--- src/rtl/axi_pkg.sv ---
// Shared AXI widths, W-order entry type and W sequencer state encoding.
// Imported by the write-data ordering block and its bench.
package axi_pkg;

   localparam int AXI_LEN_BITS  = 4;
   localparam int AXI_DATA_BITS = 32;
   localparam int AXI_STRB_BITS = AXI_DATA_BITS / 8;

   typedef struct packed {
      logic                    mst;
      logic [AXI_LEN_BITS-1:0] len;
   } w_order_t;

   typedef enum logic {
      W_IDLE  = 1'b0,
      W_BURST = 1'b1
   } w_state_e;

endpackage

--- src/rtl/sync_fifo_ptr.sv ---
// Generic register FIFO with extra-bit pointers for full/empty.
// Pushes while full and pops while empty are dropped.
module sync_fifo_ptr #(
   parameter int DEPTH = 4,
   parameter int WIDTH = 5
) (
   input  logic                     clk,
   input  logic                     rst,
   input  logic                     i_push,
   input  logic [WIDTH-1:0]         i_din,
   input  logic                     i_pop,
   output logic [WIDTH-1:0]         o_dout,
   output logic                     o_full,
   output logic                     o_empty,
   output logic [$clog2(DEPTH):0]   o_count
);

   localparam int AW = $clog2(DEPTH);

   logic [WIDTH-1:0] r_mem [DEPTH];
   logic [AW:0]      r_wr;
   logic [AW:0]      r_rd;
   logic             w_push;
   logic             w_pop;

   assign o_full  = (r_wr[AW] != r_rd[AW]) &&
                    (r_wr[AW-1:0] == r_rd[AW-1:0]);
   assign o_empty = (r_wr == r_rd);
   assign o_count = r_wr - r_rd;
   assign o_dout  = r_mem[r_rd[AW-1:0]];
   assign w_push  = i_push & ~o_full;
   assign w_pop   = i_pop & ~o_empty;

   // Storage write on an accepted push
   always_ff @(posedge clk) begin
      if (w_push) r_mem[r_wr[AW-1:0]] <= i_din;
   end

   // Pointer update; push and pop may coincide
   always_ff @(posedge clk or posedge rst) begin
      if (rst) begin
         r_wr <= '0;
         r_rd <= '0;
      end else begin
         if (w_push) r_wr <= r_wr + 1'b1;
         if (w_pop)  r_rd <= r_rd + 1'b1;
      end
   end

endmodule

--- src/rtl/axi_w_order_ctrl.sv ---
// W-channel sequencer: routes W beats in AW-grant order and
// regenerates WLAST from the granted length.
module axi_w_order_ctrl
   import axi_pkg::*;
#(
   parameter int DEPTH  = 4,
   parameter int DATA_W = AXI_DATA_BITS,
   parameter int LEN_W  = AXI_LEN_BITS
) (
   input  logic                clk,
   input  logic                rst,
   input  logic                aw_fire,
   input  logic                aw_mst,
   input  logic [LEN_W-1:0]    aw_len,
   output logic                aw_block,
   input  logic [DATA_W-1:0]   m0_wdata,
   input  logic [DATA_W/8-1:0] m0_wstrb,
   input  logic                m0_wlast,
   input  logic                m0_wvalid,
   output logic                m0_wready,
   input  logic [DATA_W-1:0]   m1_wdata,
   input  logic [DATA_W/8-1:0] m1_wstrb,
   input  logic                m1_wlast,
   input  logic                m1_wvalid,
   output logic                m1_wready,
   output logic [DATA_W-1:0]   s_wdata,
   output logic [DATA_W/8-1:0] s_wstrb,
   output logic                s_wlast,
   output logic                s_wvalid,
   input  logic                s_wready,
   output logic                len_err
);

   localparam int PW = $clog2(DEPTH) + 1;

   w_state_e         r_state;
   w_state_e         w_state_nx;
   logic [LEN_W-1:0] r_beat;
   logic [LEN_W:0]   w_head;
   logic [PW-1:0]    w_count;
   logic             w_full;
   logic             w_empty;
   logic             w_push;
   logic             w_pop;
   logic             w_burst;
   logic             w_sel;
   logic [LEN_W-1:0] w_hlen;
   logic             w_at_end;
   logic             w_sel_wlast;
   logic             w_hs;

   assign w_push   = aw_fire & ~w_full;
   assign aw_block = w_full;

   sync_fifo_ptr #(
      .DEPTH (DEPTH),
      .WIDTH (LEN_W + 1)
   ) u_order_fifo (
      .clk     (clk),
      .rst     (rst),
      .i_push  (w_push),
      .i_din   ({aw_mst, aw_len}),
      .i_pop   (w_pop),
      .o_dout  (w_head),
      .o_full  (w_full),
      .o_empty (w_empty),
      .o_count (w_count)
   );

   assign w_burst     = (r_state == W_BURST);
   assign w_sel       = w_head[LEN_W];
   assign w_hlen      = w_head[LEN_W-1:0];
   assign w_at_end    = (r_beat == w_hlen);
   assign w_sel_wlast = w_sel ? m1_wlast : m0_wlast;
   assign w_hs        = s_wvalid & s_wready;
   assign w_pop       = w_hs & w_at_end;
   assign len_err     = w_hs & (w_sel_wlast != w_at_end);

   // Steer the head master onto the slave W channel
   always_comb begin
      s_wvalid  = 1'b0;
      s_wdata   = '0;
      s_wstrb   = '0;
      s_wlast   = 1'b0;
      m0_wready = 1'b0;
      m1_wready = 1'b0;
      if (w_burst) begin
         s_wlast = w_at_end;
         if (w_sel) begin
            s_wvalid  = m1_wvalid;
            s_wdata   = m1_wdata;
            s_wstrb   = m1_wstrb;
            m1_wready = s_wready;
         end else begin
            s_wvalid  = m0_wvalid;
            s_wdata   = m0_wdata;
            s_wstrb   = m0_wstrb;
            m0_wready = s_wready;
         end
      end
   end

   // Beat counter: clears on the last beat of a burst
   always_ff @(posedge clk or posedge rst) begin
      if (rst) begin
         r_beat <= '0;
      end else if (w_hs) begin
         r_beat <= w_at_end ? '0 : r_beat + 1'b1;
      end
   end

   // State register
   always_ff @(posedge clk or posedge rst) begin
      if (rst) r_state <= W_IDLE;
      else     r_state <= w_state_nx;
   end

   // Next state: BURST whenever the order queue is non-empty next cycle
   always_comb begin
      w_state_nx = r_state;
      unique case (r_state)
         W_IDLE: begin
            if (w_push | ~w_empty) w_state_nx = W_BURST;
         end
         W_BURST: begin
            if (w_pop && (w_count == PW'(1)) && !w_push)
               w_state_nx = W_IDLE;
         end
         default: w_state_nx = W_IDLE;
      endcase
   end

endmodule

--- config.mk ---
export PLATFORM = sky130hd
export DESIGN_NAME = axi_w_order_ctrl
export DESIGN_NICKNAME = d
export VERILOG_FILES = /design/src/rtl/axi_pkg.sv /design/src/rtl/sync_fifo_ptr.sv /design/src/rtl/axi_w_order_ctrl.sv
export SDC_FILE = /design/constraint.sdc
export NUM_CORES = 1
export LEC_CHECK = 0
export ABC_AREA = 1
export BUFFER_PORTS_ARGS = -buffer_cell sky130_fd_sc_hd__buf_2
export CORE_ASPECT_RATIO = 1.2
export CORE_MARGIN = 2
export CORE_UTILIZATION = 40
export DETAILED_ROUTE_END_ITERATION = 7
export PLACE_DENSITY = 0.77
export SETUP_SLACK_MARGIN = 0.05
export SLEW_MARGIN = 10
export SYNTH_ARGS = -nofsm -noshare
export SYNTH_HDL_FRONTEND = slang
export SYNTH_SLANG_ARGS = --single-unit
export TNS_END_PERCENT = 50
--- constraint.sdc ---
create_clock -name clk -period 2 [get_ports clk]
set_input_delay 0.4 -clock clk [delete_from_list [all_inputs] [get_ports clk]]
set_output_delay 0.4 -clock clk [all_outputs]
set_load 0.02 [all_outputs]
==> out/qor.yml <==
floorplanning:
  die_x_um: 71.8
  start_util: 0.416
  dieArea_um2: 6120
  row_count: 29
  core_area_um2: 5300
  die_height_um: 85.3
  ioPinCount: 127
pwr:
  p_leak_uw: 0.00195
  ir_worst_vdd_mv: 0.955
  p_comb_frac: 0.779
  p_sw_frac: 0.475
  clock_power_share: 0.071
  power.internal_uw: 3470
  p_per_area_nw_per_um2: 1700
  switching_power_uw: 3140
  seq_power_share: 0.150
critical_path:
  worstSetupPathType: "register to output pin"
  critPathArrivalTime_ps: 1860
  required_ps: 1600
  critical_path.max_fanout: 5
  startpoint_type: "register"
  cp-end-kind: "output pin"
final_layout:
  area_delta_synth_final_pct: 76.3
  utilization: 0.733
  multi_input_area_um2: 1520
  seqCellArea_um2: 877
  fill_cells: 352
  layout.cells.non_filler: 507
  antenna_cells: 0
  drive_gt1_frac: 0.587
  nNetsFinal: 538
route:
  first_pass_iters: 4
  dr_wl_met2_um: 4470
  drt_iter0_markers: 94
  postRouteWirelength_um: 8380
  ant_nets: 0
  top_layer: "met4"
  route.detailed.drc: 0
  wl_per_cell_um: 16.5
  viasPerCell: 5.20
  met3_length_um: 702
  vias: 2634
  m1WireLength_um: 2840
clocking:
  clk_pin_slew_ps: 70
  cts_buffers: 5
  cts_tree: "done"
  clock_latency_ps: 280
  cts_buffer_depth: 2
  cts_max_level: 2
  cts-root-buf: "clkbuf_8"
  cts_sinks: 31
yosys:
  yosysUniqueCellTypes: 28
  synth_fa_ha_area_frac: 0.0545
  synth-edff-count: 20
  netlist_area_um2: 2200
  synth_top_area_cell: "edfxtp_1"
  synthesis.nets: 388
  ys_warn_count: 0
  synth_top_family_by_area: "simple AND/OR/NAND/NOR gates"
  yosysSeqAreaShare: 0.398
  synthCells: 294
  synth-seq-cells: 31
  synthXorXnorAreaFrac: 0.0239
  ys_top_cells_by_area: "edfxtp_1 27%, nand2_1 21%, dfrtp_1 12%"
  async_flop_share: 0.355
  synthSimpleGateAreaFrac: 0.346
  synth_flop_cell: "edfxtp_1"
  syn_area_per_cell_um2: 7.49
  yosysTopAreaCellShare: 0.273
  synthMuxAreaShare: 0
  synth-compound-area-share: 0.0954
global_routing:
  antenna_found_initial: 0
  grt_overflow_total: 0
  grt_start_max_net_pins: 23
  grt_pass1_vias: 2193
  grt_pass1_wl_um: 10100
  grt_use_total: 0.207
timing:
  setup_violations: 41
  hold_viol: 0
  worst_pin_slew_ps: 470
  slew_headroom: 0.686
  holdWs_ps: 116
  final.min_clock_period_ps: 2260
  rsz0062_at_grt: "yes"
  fin_skew_ps: 7.79
  fin_crit_sh: 1.13
  setup_ws_ps: -258
  max_freq_mhz: 443
  drv_slew: 0
run_status:
  violations: "setup timing"
  status: "complete, but fails checks"
min_path:
  hp-class: "input pin to asynchronous set/reset pin"
flow_run:
  max_cap_violations: 0
place:
  hpwl_um: 5330
  dp_cells: 487
  gp_congestion: 0.837
  numPortBuffers: 126
-- path summary, 6_finish.rpt --
path | depth (start not counted) | end | slack, ps | start
setup / recovery | 10 | s_wdata[4] | -260 | u_order_fifo.r_rd[0]$_DFFE_PP0P_
hold / removal | 2 | r_beat[2]$_DFFE_PP0N_ | 120 | rst
setup reg to reg | 8 | r_state$_DFF_PP0_ | 150 | u_order_fifo.r_rd[0]$_DFFE_PP0P_
hold reg to reg | 1 | u_order_fifo.r_wr[2]$_DFFE_PP0N_ | 530 | u_order_fifo.r_wr[2]$_DFFE_PP0N_
max in group asynchronous | 2 | u_order_fifo.r_rd[1]$_DFFE_PP0P_ | 1530 | rst
min in group clk | 1 | u_order_fifo.r_mem[0][0]$_DFFE_PP_ | 330 | aw_len[0]
-- registers in the layout, summed over array words and instances, names as in the netlist --
register and cells:
u_order_fifo.r_mem 20, r_beat 4, u_order_fifo.r_rd 3, u_order_fifo.r_wr 3, r_state 1
-- stage by stage --
step	setup slack, ps	total power (uW)	cell area [um2]	TNS, ps
CTS	-169	4960	3160	-3950
global route	-311	7000	3880	-7940
finish	-258	6610	3880	-5110
detailed placement	70.1	4370	3040	0
floorplan	43.9	3290	2240	0
global placement	108	4310	3040	0
-- power groups by stage --
stage / combinational [uW] / clock, uW / sequential [uW]
after floorplan: 2320 / 0 / 974
after global placement: 3320 / 0 / 985
after detailed placement: 3380 / 0 / 994
after CTS: 3490 / 481 / 982
after global routing: 5460 / 517 / 1020
final: 5150 / 470 / 993
-- routing by layer --
metal | global-route usage | up-vias
li1 | - | 1251
met1 | 0.238 | 1218
met2 | 0.380 | 131
met3 | 0.0463 | 34
met4 | 0.0566 | 0
met5 | 0 | -
-- cell usage in the layout (no fill, tap or decap), types with 2 or more instances in the layout --
master      n
o21ai_1     2
inv_1      18
nand3_1    14
nand4_1     4
nor3_1      2
a21oi_4     2
buf_6      22
buf_8       3
dfrtp_1    10
a21oi_2    33
o21ai_0     3
ha_1        7
nand2_4    16
nand3_2     6
clkbuf_16   4
nand2_2    26
nand3_4     3
a21oi_1     2
clkbuf_8    5
nand2_1    84
nor2_1      9
edfxtp_1   20
xor2_1      5
buf_4      36
inv_2       2
buf_12      6
buf_2      86
-- critical path: stages, from the launching register on --
cell     delay (ps)
dfrtp_1         420
inv_2           150
nand2_2          80
nand3_4         100
nand2_8         100
buf_12          140
inv_8            50
buf_12          110
nand2_2          50
a21oi_2         210
buf_6           160
-- area by class of cell --
| cell class | instances | share of cell area |
|---|---|---|
| clock buffer | 6 | 0.0187 |
| timing repair buffer | 157 | 0.312 |
| timing repair inverter | 1 | 0.00290 |
| tap | 62 | 0.0200 |
| inverter | 22 | 0.0251 |
| clock inverter | 2 | 0.00322 |
| sequential | 31 | 0.226 |
| multi-input combinational | 226 | 0.392 |
-- cells by family after synthesis --
logic type      after synthesis
simple gates                169
compound gates               42
fa+ha+maj                     9
buf+inv                      37
xor+xnor                      6
flops                        31
-- repair_timing --
action | in CTS | in global routing
cloned | 0 | 5
gates resized for setup | 16 | 151
buffers inserted | 0 | 7
hold buffers | 0 | 0
pin swaps | 0 | 30
setup endpoints to repair | 40 | 43
-- cells in the mapped netlist, types with 4 or more instances --
| master | number |
|---|---|
| dfrtp_1 | 11 |
| ha_1 | 8 |
| nor2_1 | 9 |
| nand2_2 | 4 |
| edfxtp_1 | 20 |
| nand3_1 | 19 |
| xor2_1 | 5 |
| nand4_1 | 4 |
| nand2_1 | 122 |
| buf_2 | 4 |
| a21oi_1 | 37 |
| clkbuf_1 | 4 |
| buf_4 | 4 |
| inv_1 | 18 |
| inv_2 | 4 |
No activity file was read; power rests on OpenSTA's default activity.
